==> config.mk <==
export PLATFORM = sky130hd
export DESIGN_NAME = sync_fifo
export DESIGN_NICKNAME = d
export VERILOG_FILES = /design/src/rtl/sync_fifo_ram.sv /design/src/rtl/sync_fifo.sv
export SDC_FILE = /design/constraint.sdc
export NUM_CORES = 1
export LEC_CHECK = 0
export CAP_MARGIN = 20
export CORE_ASPECT_RATIO = 0.8
export CORE_MARGIN = 8
export CORE_UTILIZATION = 41
export CTS_CLUSTER_DIAMETER = 60
export DETAILED_ROUTE_END_ITERATION = 16
export PLACE_DENSITY = 0.69
export RECOVER_POWER = 25
export SYNTH_ARGS = -nofsm -noshare
export SYNTH_HDL_FRONTEND = slang
export SYNTH_SLANG_ARGS = --single-unit
==> constraint.sdc <==
create_clock -name clk -period 3.1 [get_ports clk]
set_input_delay 0.62 -clock clk [delete_from_list [all_inputs] [get_ports clk]]
set_output_delay 0.62 -clock clk [all_outputs]
set_load 0.01 [all_outputs]
==> src/rtl/sync_fifo_ram.sv <==
// Simple dual-port RAM: synchronous write, asynchronous (combinational) read.
// Shared storage primitive for the FIFO family; contents are never reset.
module sync_fifo_ram #(
    parameter int P_DATA_WIDTH = 32,
    parameter int P_DEPTH      = 16,
    localparam int ADDR_W      = $clog2(P_DEPTH)
) (
    input  logic                    clk,
    input  logic                    we,
    input  logic [ADDR_W-1:0]       waddr,
    input  logic [P_DATA_WIDTH-1:0] wdata,
    input  logic [ADDR_W-1:0]       raddr,
    output logic [P_DATA_WIDTH-1:0] rdata
);

    logic [P_DATA_WIDTH-1:0] mem [P_DEPTH];

    always_ff @(posedge clk) begin
        if (we) mem[waddr] <= wdata;
    end

    assign rdata = mem[raddr];

endmodule

==> src/rtl/sync_fifo.sv <==
// Single-clock show-ahead FIFO with registered occupancy count, almost flags,
// synchronous flush and sticky overflow/underflow error flags.
module sync_fifo #(
    parameter int P_DATA_WIDTH = 32,
    parameter int P_DEPTH      = 16,
    parameter int P_AFULL      = P_DEPTH - 2,
    parameter int P_AEMPTY     = 2,
    localparam int ADDR_W      = $clog2(P_DEPTH),
    localparam int CNT_W       = ADDR_W + 1
) (
    input  logic                    clk,
    input  logic                    rst_n,
    input  logic                    flush,
    input  logic                    write,
    input  logic [P_DATA_WIDTH-1:0] data_in,
    output logic                    full,
    output logic                    almost_full,
    input  logic                    read,
    output logic [P_DATA_WIDTH-1:0] data_out,
    output logic                    empty,
    output logic                    almost_empty,
    output logic [CNT_W-1:0]        count,
    output logic                    overflow,
    output logic                    underflow,
    input  logic                    clear_err
);

    if (P_DEPTH < 2 || (P_DEPTH & (P_DEPTH - 1)) != 0) begin : g_bad_depth
        $error("sync_fifo: P_DEPTH must be a power of two >= 2");
    end
    if (P_AFULL < 1 || P_AFULL > P_DEPTH) begin : g_bad_afull
        $error("sync_fifo: P_AFULL must be in 1..P_DEPTH");
    end
    if (P_AEMPTY >= P_DEPTH) begin : g_bad_aempty
        $error("sync_fifo: P_AEMPTY must be < P_DEPTH");
    end

    logic [CNT_W-1:0] wr_ptr, rd_ptr;
    logic             rd_ok, wr_ok;

    // Flags come only from the registered count, never from this cycle's inputs.
    assign empty        = (count == '0);
    assign full         = (count == CNT_W'(P_DEPTH));
    assign almost_full  = (count >= CNT_W'(P_AFULL));
    assign almost_empty = (count <= CNT_W'(P_AEMPTY));

    // A write into a full FIFO is taken only when a read frees the head slot.
    assign rd_ok = read && !empty;
    assign wr_ok = write && (!full || rd_ok);

    always_ff @(posedge clk or negedge rst_n) begin
        if (!rst_n) begin
            wr_ptr <= '0;
            rd_ptr <= '0;
            count  <= '0;
        end else if (flush) begin
            wr_ptr <= '0;
            rd_ptr <= '0;
            count  <= '0;
        end else begin
            if (wr_ok) wr_ptr <= wr_ptr + CNT_W'(1);
            if (rd_ok) rd_ptr <= rd_ptr + CNT_W'(1);
            case ({wr_ok, rd_ok})
                2'b10:   count <= count + CNT_W'(1);
                2'b01:   count <= count - CNT_W'(1);
                default: count <= count;
            endcase
        end
    end

    // Set wins over clear; flush neither sets nor clears the error flags.
    always_ff @(posedge clk or negedge rst_n) begin
        if (!rst_n) begin
            overflow  <= 1'b0;
            underflow <= 1'b0;
        end else begin
            overflow  <= (write && !wr_ok && !flush) || (overflow && !clear_err);
            underflow <= (read && empty && !flush) || (underflow && !clear_err);
        end
    end

    // The wrap bits are kept for pointer symmetry with the CDC family; occupancy
    // here comes from count, so they do not feed any logic.
    logic unused_wrap;
    assign unused_wrap = wr_ptr[ADDR_W] ^ rd_ptr[ADDR_W];

    sync_fifo_ram #(
        .P_DATA_WIDTH (P_DATA_WIDTH),
        .P_DEPTH      (P_DEPTH)
    ) u_ram (
        .clk   (clk),
        .we    (wr_ok && !flush),
        .waddr (wr_ptr[ADDR_W-1:0]),
        .wdata (data_in),
        .raddr (rd_ptr[ADDR_W-1:0]),
        .rdata (data_out)
    );

endmodule

# ---- Yosys cells after proc, flatten, opt, wreduce, memory -nomap -nowiden
# Memory sizes are Yosys's and may differ from the RTL's.
# Index checks and enable logic that the tools add are counted.
dict set report totals {
  word_cells 44
  n_memories 1
  ramBits 512
  mem_bits_ro 0
  input_bits 38
  register_bits 17
  output_inout_bits 43
  latchBits 0
}
dict set report classes {
  shifts 0
  n_eq_ne 3
  div_mod_pow 0
  n_reduce_logical 21
  muxes 8
  mul 0
  add_sub_neg 4
  n_bitwise 0
  order_cmp 2
}
# name depth word_bits read_ports rd_ports_with_merged_regs write_ports line_no
set memory_table {}
lappend memory_table {u_ram.mem 16 32 1 0 1 sync_fifo_ram.sv:16} ;# logic [P_DATA_WIDTH-1:0] mem [P_DEPTH];
# op count
set ops {}
lappend ops {{$mux W5} 5}
lappend ops {{$add A5 B1 Y5 const B} 3}
lappend ops {{$pmux W5 S2} 1}
lappend ops {{$logic_and A1 B1 Y1} 9}
lappend ops {{$eq A5 B5 Y1 const B} 1}
lappend ops {{$ge A5 B4 Y1 const B} 1}
lappend ops {{$le A5 B2 Y1 const B} 1}
lappend ops {{$logic_not A1 Y1} 5}
lappend ops {{$logic_not A5 Y1} 1}
lappend ops {{$sub A5 B1 Y5 const B} 1}
lappend ops {{$reduce_bool A2 Y1} 2}
lappend ops {{$logic_or A1 B1 Y1} 3}
lappend ops {{$reduce_bool A3 Y1} 1}
lappend ops {{$eq A2 B1 Y1 const B} 1}
lappend ops {{$eq A2 B2 Y1 const B} 1}
lappend ops {{$mux W1} 2}

# ---- Depth between registers and ports, before layout
# Gate-level depths: netlist of the first run.
dict set report logic_depth {
  word_depth 9
  depth_mapped 10
  ltp_nobuf 9
}

# ---- Hierarchy
# From an unflattened synthesis of the first run, not the netlist that was laid out.
dict set report hier_totals {
  hier_cells 903
  hier_area_um2 20143.1
}
# module area_per_inst_um2 cells_per_inst n_inst
set by_module_without_submodules {}
lappend by_module_without_submodules {sync_fifo_ram 19213.4 806 1}
lappend by_module_without_submodules {sync_fifo 929.6 97 1}

# ---- Least setup slack after synthesis of the first run
# Ideal clock, no wire load.
dict set report synth_path {
  path_type {input -> register}
  from {input read}
  to {memory u_ram.mem[0][0] (enable)}
  cell_stages 4
  setup_ns 0.421
  slack_ns -0.104
  t_required_ns 2.679
  t_arrival_ns 2.783
  n_path_buf 0
  path_cell_list {inv_1 -> nand3_1 -> or3b_2 -> nor2_1}
}
dict set report synth_via {
  elab_chain_len 6
}
# item line_no
set synth_lines {}
lappend synth_lines {{start: declaration} sync_fifo.sv:18} ;# input logic read,
lappend synth_lines {{$logic_and A1 B1 Y1} sync_fifo.sv:48} ;# assign rd_ok = read && !empty;
lappend synth_lines {{$logic_or A1 B1 Y1} sync_fifo.sv:49} ;# assign wr_ok = write && (!full || rd_ok);
lappend synth_lines {{$logic_and A1 B1 Y1} sync_fifo.sv:49}
lappend synth_lines {{$logic_and A1 B1 Y1} sync_fifo.sv:92} ;# .we (wr_ok && !flush),
lappend synth_lines {{$mux W1} sync_fifo_ram.sv:19} ;# if (we) mem[waddr] <= wdata;
lappend synth_lines {{$mux W1 (not written as such)} sync_fifo_ram.sv:19}
lappend synth_lines {{end: declaration} sync_fifo_ram.sv:16}
# No other way between the ends.

# ---- Final worst setup path of the first run
dict set report layout_path {
  from {register rd_ptr[0]}
  to {output data_out[13]}
}
dict set report layout_via {
  elab_chain_len 1
}
# item line_no
set layout_lines {}
lappend layout_lines {{start: declaration} sync_fifo.sv:38} ;# logic [CNT_W-1:0] wr_ptr, rd_ptr;
lappend layout_lines {{start signal: assignment} sync_fifo.sv:62} ;# if (rd_ok) rd_ptr <= rd_ptr + CNT_W'(1);
lappend layout_lines {{$mem_v2 Z16 W32} -}
lappend layout_lines {{end: declaration} sync_fifo.sv:19} ;# output logic [P_DATA_WIDTH-1:0] data_out,
# No other way between the ends.

==> results of run 1 <==
cell families after synthesis:
family	share of synthesized area
buf+inv	0.0137
simple gates	0.0138
compound gates	0.00507
flops	0.778
mux	0.180
xor+xnor	0.00389
fa+ha+maj	0.00593
state kept, by name, summed over array words and instances, names as in the netlist:
signal,cells
rd_ptr,4
overflow,1
u_ram.mem,512
wr_ptr,4
count,5
underflow,1
layer usage:
layer | part of all wire | wire (um) | vias up
li1 | - | - | 3948
met1 | 0.43 | 19100 | 5037
met2 | 0.50 | 22200 | 268
met3 | 0.048 | 2140 | 61
met4 | 0.020 | 868 | 0
met5 | 0 | 0 | -
power groups by stage:
| stage | logic, mW | registers, mW | clock network, mW |
|---|---|---|---|
| finish | 3.18 | 8.02 | 6.11 |
| global route | 3.40 | 8.03 | 6.49 |
| CTS | 3.27 | 8.02 | 6.22 |
| detailed placement | 2.70 | 8.18 | 0 |
| global placement | 2.67 | 8.17 | 0 |
| floorplan | 1.71 | 8.14 | 0 |
cell usage in the layout, fill, tap and decap left out, types with 4 or more instances in the layout:
cell,n
sky130_fd_sc_hd__clkbuf_16,55
sky130_fd_sc_hd__buf_8,4
sky130_fd_sc_hd__clkbuf_8,4
sky130_fd_sc_hd__xor2_1,4
sky130_fd_sc_hd__buf_4,26
sky130_fd_sc_hd__diode_2,5
sky130_fd_sc_hd__inv_1,10
sky130_fd_sc_hd__xnor2_1,5
sky130_fd_sc_hd__mux4_2,160
sky130_fd_sc_hd__nand3_1,6
sky130_fd_sc_hd__buf_12,38
sky130_fd_sc_hd__nor2_4,16
sky130_fd_sc_hd__nor2_1,15
sky130_fd_sc_hd__mux2i_1,4
sky130_fd_sc_hd__dfrtp_1,11
sky130_fd_sc_hd__dlygate4sd3_1,19
sky130_fd_sc_hd__ha_1,8
sky130_fd_sc_hd__buf_6,36
sky130_fd_sc_hd__buf_16,9
sky130_fd_sc_hd__clkdlybuf4s50_1,29
sky130_fd_sc_hd__edfxtp_1,512
sky130_fd_sc_hd__clkinv_2,5
sky130_fd_sc_hd__clkbuf_1,11
sky130_fd_sc_hd__a21oi_1,5
sky130_fd_sc_hd__clkinv_1,11
sky130_fd_sc_hd__bufinv_16,4
sky130_fd_sc_hd__nand2_1,12
worst min path at each step:
stage              start         to  slack [ns]  depth (start not counted)
5_1_grt        underflow  underflow        0.53                          2
4_1_cts        underflow  underflow        0.50                          2
3_5_place_dp   underflow  underflow        0.48                          2
2_1_floorplan      rst_n   count[0]        0.32                          0
3_3_place_gp   underflow  underflow        0.48                          2
6_report       underflow  underflow        0.50                          2
final cells by class:
cell class | count | area [um2]
diodes | 5 | 12.5
flip-flops and latches | 527 | 15800
fillers | 3738 | 24400
clock inverters | 24 | 233
well taps | 637 | 797
repair buffers | 164 | 2200
inverters | 10 | 37.5
multi-input cells | 258 | 4340
clock buffers | 68 | 1420
timing repair:
action | CTS | global route
endpoints found under the hold margin | 0 | 0
endpoints found under the setup margin | 32 | 32
setup buffers | 15 | 5
cloned | 11 | 2
resized for setup | 184 | 9
metrics by stage:
| step | hold slack (ns) | cell area (um2) | util | TNS (ns) |
|---|---|---|---|---|
| floorplan | 0.324 | 20300 | - | -13.30 |
| global placement | 0.479 | 22600 | 0.458 | 0 |
| detailed placement | 0.479 | 22600 | 0.458 | 0 |
| CTS | 0.501 | 24800 | 0.505 | -5.96 |
| global route | 0.526 | 24800 | 0.504 | -6.22 |
| finish | 0.500 | 24800 | 0.504 | -3.99 |
critical path: cells and delay by family, from the launching register on:
family | cells | cell delay, ns
flops | 1 | 0.55
mux | 2 | 0.95
buf+inv | 4 | 0.59
==> impl_summary.log, run 1 <==
[metrics] outcome: finished, violations left
[metrics] violated checks: negative setup slack
[metrics] layout cell share with drive strength beyond 1: 0.351
[metrics] kind of start point of the critical path: flip-flop
[metrics] worst slew margin relative to its limit: 0.487
[metrics] Worst Setup SP: rd_ptr[0]
[metrics] Main synth FF type: sky130_fd_sc_hd__edfxtp_1
[metrics] Yosys top cell area share: 0.759
[metrics] RR Endpoint: count[4]
[metrics] synthesized area per cell: 24.3 um2
[metrics] Final Hold Violating Endpoints: 0
[metrics] GRT met3 Usage: 0.0262
[metrics] flop and latch count out of synthesis: 527
[metrics] Place WS: 0.0528 ns
[metrics] CTS root buf: sky130_fd_sc_hd__clkbuf_16
[metrics] Cell Count, Final, Fillers Out: 1693
[metrics] Most Crowded Layer GR: met2
[metrics] total die area: 0.0568 mm2
[metrics] cell total after placement: 1569
[metrics] number of sinks handled by clock tree synthesis: 527
[metrics] Async SR Flop Fraction: 0.0285
[metrics] weighted congestion at the end of routability-driven global placement: 0.738
[metrics] minimum clock period: 3.28 ns
[metrics] sum of internal, switching and leakage power: 17.3 mW
[metrics] vias per inst: 5.50
[metrics] share of power burned in registers: 0.463
[metrics] clock insertion delay at the later pin of the skew report: 0.57 ns
[metrics] Final period util: 1.06
[metrics] synthesized netlist net count: 882
[metrics] peak fanout along the critical path: 8
[metrics] Synthesis Warnings: 0
[metrics] CP Cell Sequence: buf_4 > buf_12 > buf_4 > mux4_2 > mux4_2 > buf_6
[metrics] grt met1 use: 0.212
[metrics] post-synthesis instance area: 0.0203 mm2
[metrics] skew final: 0.0157 ns
[metrics] remaining global-route overflow: 0
[metrics] Total Routing Usage GR: 0.154
[metrics] sequential share of the synthesized area: 0.778
[metrics] Setup crit end kind: output pin
[metrics] post-route ant nets: 0
[metrics] pin count of the biggest net entering global routing: 48
[metrics] commonest cells in the synthesized netlist: sky130_fd_sc_hd__edfxtp_1 (512), sky130_fd_sc_hd__mux4_2 (160), sky130_fd_sc_hd__nor2_1 (31), sky130_fd_sc_hd__clkbuf_1 (18), sky130_fd_sc_hd__dfrtp_1 (15)
[metrics] hold buffers post-CTS: 0
[metrics] dominant cell type by area after synthesis: sky130_fd_sc_hd__edfxtp_1
[metrics] detailed-route wire length per cell: 26.2 um
[metrics] Net Sw Frac: 0.229
[metrics] area growth from synthesis to layout: 22.5%
[metrics] Mapped Cells: 835
[metrics] Crit Reg-Reg Startpoint: count[1]
[metrics] antenna violations before repair: 5
[metrics] achievable frequency: 0.305 GHz
[metrics] Chip Height: 215 um
[metrics] Max-cap violations: 0
[metrics] CTS clock-pin slew for the worst setup and hold paths: 0.07 ns
[metrics] number of cells on the worst reg-to-reg path: 9
[metrics] starting density of the core: 0.411
[metrics] peak ir drop on the vdd network: 0.438 mV
[metrics] transition at the pin with the smallest max-transition slack: 0.767 ns
[metrics] total of buffers placed on input and output ports: 80
[metrics] buffers from clock root to sink, at most: 3
[metrics] crit path setup slack, layout: -0.180 ns
[metrics] Inserted Clock Buffers: 51
[metrics] count of cell types in the netlist: 34
[metrics] Die Wd: 264 um
[metrics] power spent charging and discharging nets: 3.97 mW
[metrics] count of nets after finishing: 1059
[metrics] wire length after detailed routing: 44300 um
[metrics] most common cell in the synthesized netlist: sky130_fd_sc_hd__edfxtp_1
[metrics] via count: 9314
[metrics] via count of the first global-routing pass: 9794
[metrics] core region area: 0.0492 mm2
[metrics] WP data required: 2.48 ns
[metrics] Synth area leaders: sky130_fd_sc_hd__edfxtp_1 (76%), sky130_fd_sc_hd__mux4_2 (18%), sky130_fd_sc_hd__dfrtp_1 (1.9%)
[metrics] number of detailed-route iterations in the first pass: 5
[metrics] H-tree level count: 2
[metrics] number of enable flip-flop cells after synthesis: 512
[metrics] Worst path slowest cell: sky130_fd_sc_hd__dfrtp_4
[metrics] end of the critical path: data_out[13]
[metrics] TritonCTS clock tree: yes
[metrics] number of ports placed on the die boundary: 81
[metrics] DRC: 0
[metrics] Cell Rows: 73
[metrics] path class of the lowest-slack min-delay path: flip-flop to flip-flop
[metrics] met2 track demand over resource in global routing: 0.254
[metrics] setup slack on the worst flop-to-flop path: 0.62 ns
[metrics] detailed placer's ending HPWL: 24000 um
[metrics] first-pass GRT wire length: 65500 um
[metrics] leakage power figure: 7.74 nW
[metrics] Final Max Slew Viols: 0
[metrics] initial drt markers: 949
[metrics] final setup fails: 32
[metrics] endpoint arrival time on the critical path: 2.66 ns
[metrics] part of the power in the clock network: 0.353
[metrics] Worst Setup Path Type: flip-flop to output pin
[metrics] cell internal power dissipation: 13.3 mW
[metrics] Pwr Density: 698 mW/mm2
[metrics] delay of the slowest cell on the worst path: 0.55 ns
[metrics] setup repair after global routing missed its margin: yes
[metrics] Logic pwr share: 0.183
(Power assumes the default switching activity.)
==> run 2: changes to the inputs <==
--- a/config.mk
+++ b/config.mk
@@ -9,10 +9,12 @@
 export CORE_ASPECT_RATIO = 0.8
 export CORE_MARGIN = 8
 export CORE_UTILIZATION = 41
+export CTS_BUF_LIST = sky130_fd_sc_hd__clkbuf_2 sky130_fd_sc_hd__clkbuf_4 sky130_fd_sc_hd__clkbuf_8
 export CTS_CLUSTER_DIAMETER = 60
 export DETAILED_ROUTE_END_ITERATION = 16
 export PLACE_DENSITY = 0.69
 export RECOVER_POWER = 25
+export SKIP_LAST_GASP = 1
 export SYNTH_ARGS = -nofsm -noshare
 export SYNTH_HDL_FRONTEND = slang
 export SYNTH_SLANG_ARGS = --single-unit
==> impl_summary.log, run 2 (synthesis results as in run 1) <==
[metrics] outcome: finished, violations left
[metrics] violated checks: negative setup slack
[metrics] transition at the pin with the smallest max-transition slack: 0.762 ns (-0.00465 ns)
[metrics] buffers from clock root to sink, at most: 3 (unchanged)
[metrics] flip-flop count of the largest register, all copies and words added: 512 (unchanged)
[metrics] highest-count cells in the layout ignoring fill and taps: sky130_fd_sc_hd__edfxtp_1 (512), sky130_fd_sc_hd__mux4_2 (160), sky130_fd_sc_hd__clkbuf_8 (81), sky130_fd_sc_hd__buf_6 (38), sky130_fd_sc_hd__buf_12 (37)
[metrics] via count of the first global-routing pass: 9986 (+2.0%)
[metrics] initial drt markers: 889 (-6.3%)
[metrics] setup_tns: -5.59 ns (-1.60 ns)
[metrics] crit path setup slack, layout: -0.239 ns (-0.0587 ns)
[metrics] skew final: 0.0350 ns (+0.0192 ns)
[metrics] count of nets after finishing: 1095 (+3.4%)
[metrics] peak fanout along the critical path: 7 (-1)
[metrics] Die Wd: 264 um (unchanged)
[metrics] Final Hold Violating Endpoints: 0 (unchanged)
[metrics] delay of the slowest cell on the worst path: 0.52 ns (-0.03 ns)
[metrics] clock insertion delay at the later pin of the skew report: 0.65 ns (+0.08 ns)
[metrics] CP Cell Sequence: buf_12 > bufbuf_16 > mux4_2 > mux4_2 > buf_6
[metrics] WP data required: 2.48 ns (about the same)
[metrics] H-tree level count: 3 (+1)
[metrics] minimum clock period: 3.34 ns (+0.0587 ns)
[metrics] area used by multi-input combinational logic: 0.00435 mm2 (about the same)
[metrics] Worst Setup SP: rd_ptr[0]
[metrics] number of ports placed on the die boundary: 81 (unchanged)
[metrics] Cell Rows: 73 (unchanged)
[metrics] CP dominant cell by count: sky130_fd_sc_hd__mux4_2
[metrics] cell total after placement: 1569 (unchanged)
[metrics] detailed placer's ending HPWL: 24000 um (unchanged)
[metrics] area growth from synthesis to layout: 22.1%
[metrics] path class of the lowest-slack min-delay path: primary input to async pin
[metrics] largest registers: u_ram.mem: 512 flops, count: 5 flops
[metrics] antenna violations before repair: 4 (-1)
[metrics] Cell Count, Final, Fillers Out: 1750 (+3.4%)
[metrics] weighted congestion at the end of routability-driven global placement: 0.738 (unchanged)
[metrics] Setup crit end kind: output pin
[metrics] total of buffers placed on input and output ports: 80 (unchanged)
[metrics] number of inserted filler cells in the final layout: 3772 (+0.91%)
[metrics] starting density of the core: 0.411 (unchanged)
[metrics] endpoint arrival time on the critical path: 2.72 ns (+0.06 ns)
[metrics] Final Max Slew Viols: 0 (unchanged)
[metrics] Max-cap violations: 0 (unchanged)
[metrics] sequential standard cell area: 0.0158 mm2 (unchanged)
[metrics] pin count of the biggest net entering global routing: 48 (unchanged)
[metrics] layout cell share with drive strength beyond 1: 0.390 (+0.0390)
[metrics] CP bufs+invs: 3 (-1)
[metrics] family with the most delay on the worst path: multiplexers
[metrics] number of detailed-route iterations in the first pass: 4 (-1)
[metrics] setup repair after global routing missed its margin: yes
[metrics] worst slew margin relative to its limit: 0.490 (+0.00311)
[metrics] final setup fails: 32 (unchanged)
[metrics] leakage power figure: 7.77 nW (+0.46%)
[metrics] vias per inst: 5.44 (-1.2%)
[metrics] remaining global-route overflow: 0 (unchanged)
[metrics] Reg with most FFs: u_ram.mem
[metrics] most common cell after layout, fill and taps aside: sky130_fd_sc_hd__edfxtp_1
[metrics] Final period util: 1.08 (+0.0190)
[metrics] wire length after detailed routing: 44400 um (+0.25%)
[metrics] via count: 9516 (+2.2%)
[metrics] number of sinks handled by clock tree synthesis: 527 (unchanged)
[metrics] Crit Reg-Reg Startpoint: count[1]
[metrics] DRC: 0 (unchanged)
[metrics] Worst path slowest cell: sky130_fd_sc_hd__mux4_2
[metrics] CTS clock-pin slew for the worst setup and hold paths: 0.06 ns (about the same)
[metrics] Worst Setup Path Type: flip-flop to output pin
[metrics] first-pass GRT wire length: 65900 um (+0.59%)
[metrics] core region area: 0.0492 mm2 (unchanged)
[metrics] Inserted Clock Buffers: 79 (+55%)
[metrics] achievable frequency: 0.299 GHz (-1.8%)
[metrics] peak ir drop on the vdd network: 0.378 mV (-14%)
[metrics] TritonCTS clock tree: yes
[metrics] kind of start point of the critical path: flip-flop
[metrics] detailed-route wire length per cell: 25.4 um (-3.0%)
[metrics] Chip Height: 215 um (unchanged)
[metrics] total die area: 0.0568 mm2 (unchanged)
[metrics] Total Routing Usage GR: 0.156 (+0.00196)
[metrics] post-route ant nets: 0 (unchanged)
[metrics] Pwr Density: 678 mW/mm2 (-2.8%)
[metrics] hold buffers post-CTS: 0 (unchanged)
[metrics] CTS root buf: sky130_fd_sc_hd__clkbuf_8
[run 2: path summary, 6_finish.rpt]
kind | to | slack, ns | cells past startpoint
worst max-delay path | data_out[23] | -0.24 | 5
worst min-delay path | rd_ptr[0] | 0.50 | 1
worst max register to register | count[4] | 0.62 | 9
worst min register to register | underflow | 0.50 | 2
max in group asynchronous | rd_ptr[1] | 2.04 | 1
min in group clk | underflow | 0.50 | 2
[run 2: repair_timing]
| action | CTS | global route |
|---|---|---|
| resized for setup | 167 | 36 |
| endpoints found under the setup margin | 32 | 33 |
| cloned | 9 | 1 |
| setup buffers | 21 | 9 |
[run 2: layout make-up]
cell class,instances,area share
diodes,3,0.000304
multi-input cells,258,0.176
flip-flops and latches,527,0.637
clock buffers,114,0.0551
inverters,10,0.00152
well taps,637,0.0322
clock inverters,29,0.00723
repair buffers,172,0.0906
[run 2: metrics by stage]
stage                     hold slack [ns]  utilization  total power [mW]  setup WS (ns)  instance area [um2]
after floorplan                     0.324            -              9.86         -0.104                20300
final                               0.501        0.502              16.8         -0.239                24700
after detailed placement            0.479        0.458              10.9         0.0528                22600
after global placement              0.479        0.458              10.8         0.0794                22600
after CTS                           0.411        0.500              16.9         -0.328                24600
after global routing                0.522        0.502              17.4         -0.312                24700
[run 2: report_power, final]
group,internal (mW),leakage (nW),switching (mW)
clock,2.93,0.806,2.62
sequential,7.93,4.81,0.0877
combinational,1.88,2.16,1.32
[run 2: layer usage]
layer	vias up	global-route usage	routed length, um
li1	4014	-	-
met1	5140	0.210	19400
met2	292	0.252	22000
met3	70	0.0382	2280
met4	0	0.0449	822
met5	-	0	0
==> variant, RTL diff (flow settings as in run 1) <==
`P_DEPTH` is set to 16 in 2 places; all go to 64.
--- a/src/rtl/sync_fifo_ram.sv
+++ b/src/rtl/sync_fifo_ram.sv
@@ -2,7 +2,7 @@
 // Shared storage primitive for the FIFO family; contents are never reset.
 module sync_fifo_ram #(
     parameter int P_DATA_WIDTH = 32,
-    parameter int P_DEPTH      = 16,
+    parameter int P_DEPTH      = 64,
     localparam int ADDR_W      = $clog2(P_DEPTH)
 ) (
     input  logic                    clk,
--- a/src/rtl/sync_fifo.sv
+++ b/src/rtl/sync_fifo.sv
@@ -2,7 +2,7 @@
 // synchronous flush and sticky overflow/underflow error flags.
 module sync_fifo #(
     parameter int P_DATA_WIDTH = 32,
-    parameter int P_DEPTH      = 16,
+    parameter int P_DEPTH      = 64,
     parameter int P_AFULL      = P_DEPTH - 2,
     parameter int P_AEMPTY     = 2,
     localparam int ADDR_W      = $clog2(P_DEPTH),
Interface: changed (resized count); port bits go from 81 to 83. The function was not compared with the original's and may differ.
==> variant against run 1 <==
The run ends with capacitance limit, slew limit, setup timing left. Sequential cell count up 1542. Clock power rose to 3.8 times the old value. Final area rose to 3.9 times the old value. Global-route usage up 4.1 points. Core utilization down 0.20 points. Area after synthesis rose to 3.9 times the old value. Power rose to 4.1 times the old value. Wire length rose to 4.7 times the old value. Worst setup slack worse by 0.92 ns.
==> variant: results (changes against run 1) <==
[outcome]
status=complete, but fails checks
violations=capacitance limit, slew limit, setup timing

[final_layout]
n_clock_buffer=236  ; +250%
multi_input_cells=1137  ; +340%
fin_cells=6807  ; +300%
reg.largest.list=u_ram.mem x2048, count x7

[timing]
drv_slew=758  ; +758
setup_viol=32  ; unchanged
setup_ws_ns=-1.10  ; -0.916 ns

[clock_network]
cts_setup_buffers=56  ; +41
htree_levels=4  ; +2

[power_and_ir_drop]
power_frac_comb=0.239  ; +0.056
peakVddDrop_mv=0.474  ; +8.1%

[setup_path]
r2r_slack_ns=0.06  ; -0.56 ns
rr_worst_depth=11  ; +2
endpoint=data_out[20]

[logic_synthesis]
synth_nets=3443  ; +290%
synth_edf_count=2048  ; +300%
synth_area_leaders=edfxtp_1, mux4_2, mux2i_1, dfrtp_1, nor2_1

[drt]
wl_met3_mm=23.2  ; +990%

[floorplan]
well_tap_count=2555  ; +300%

[global_route]
grtUsageMet3=0.0590  ; +0.0327
met1_usage=0.265  ; +0.0536
grt.met2_usage=0.305  ; +0.0514

[placement]
placedCellCount=6340  ; +300%

[flow_run]
maxCapViolations=17  ; +17

==> variant: cell types whose count changed in the layout (fill, tap and decap cells not counted), sizes merged, moves of 56 or more <==
cell,delta
o21ai,+56
buf,+485
mux2i,+93
clkbuf,+210
nor2,+81
mux4,+394
edfxtp,+1536
clkinv,+78
==> variant: cell families (layout without fill, tap and decap cells) <==
family / count (synthesis) / after routing / share of synthesized area
adders and majority gates: 8 / 8 / 0.00136
xor gates and xnor gates: 12 / 12 / 0.00133
buffers and inverters: 191 / 1033 / 0.0122
DFF: 2069 / 2069 / 0.782
other: 0 / 13 / 0
AOI/OAI and AO/OA: 234 / 234 / 0.0199
muxes: 651 / 651 / 0.170
and+or+nand+nor: 232 / 232 / 0.0133
==> variant: worst max-delay path: stages, from the launching register on <==
cell and delay (ns):
dfrtp_4 0.52, buf_12 0.17, buf_12 0.14, buf_12 0.15
buf_16 0.13, buf_6 0.11, mux4_2 0.42, mux4_2 0.57
a22oi_2 0.15, o21ai_1 0.08, buf_4 0.17, buf_6 0.12
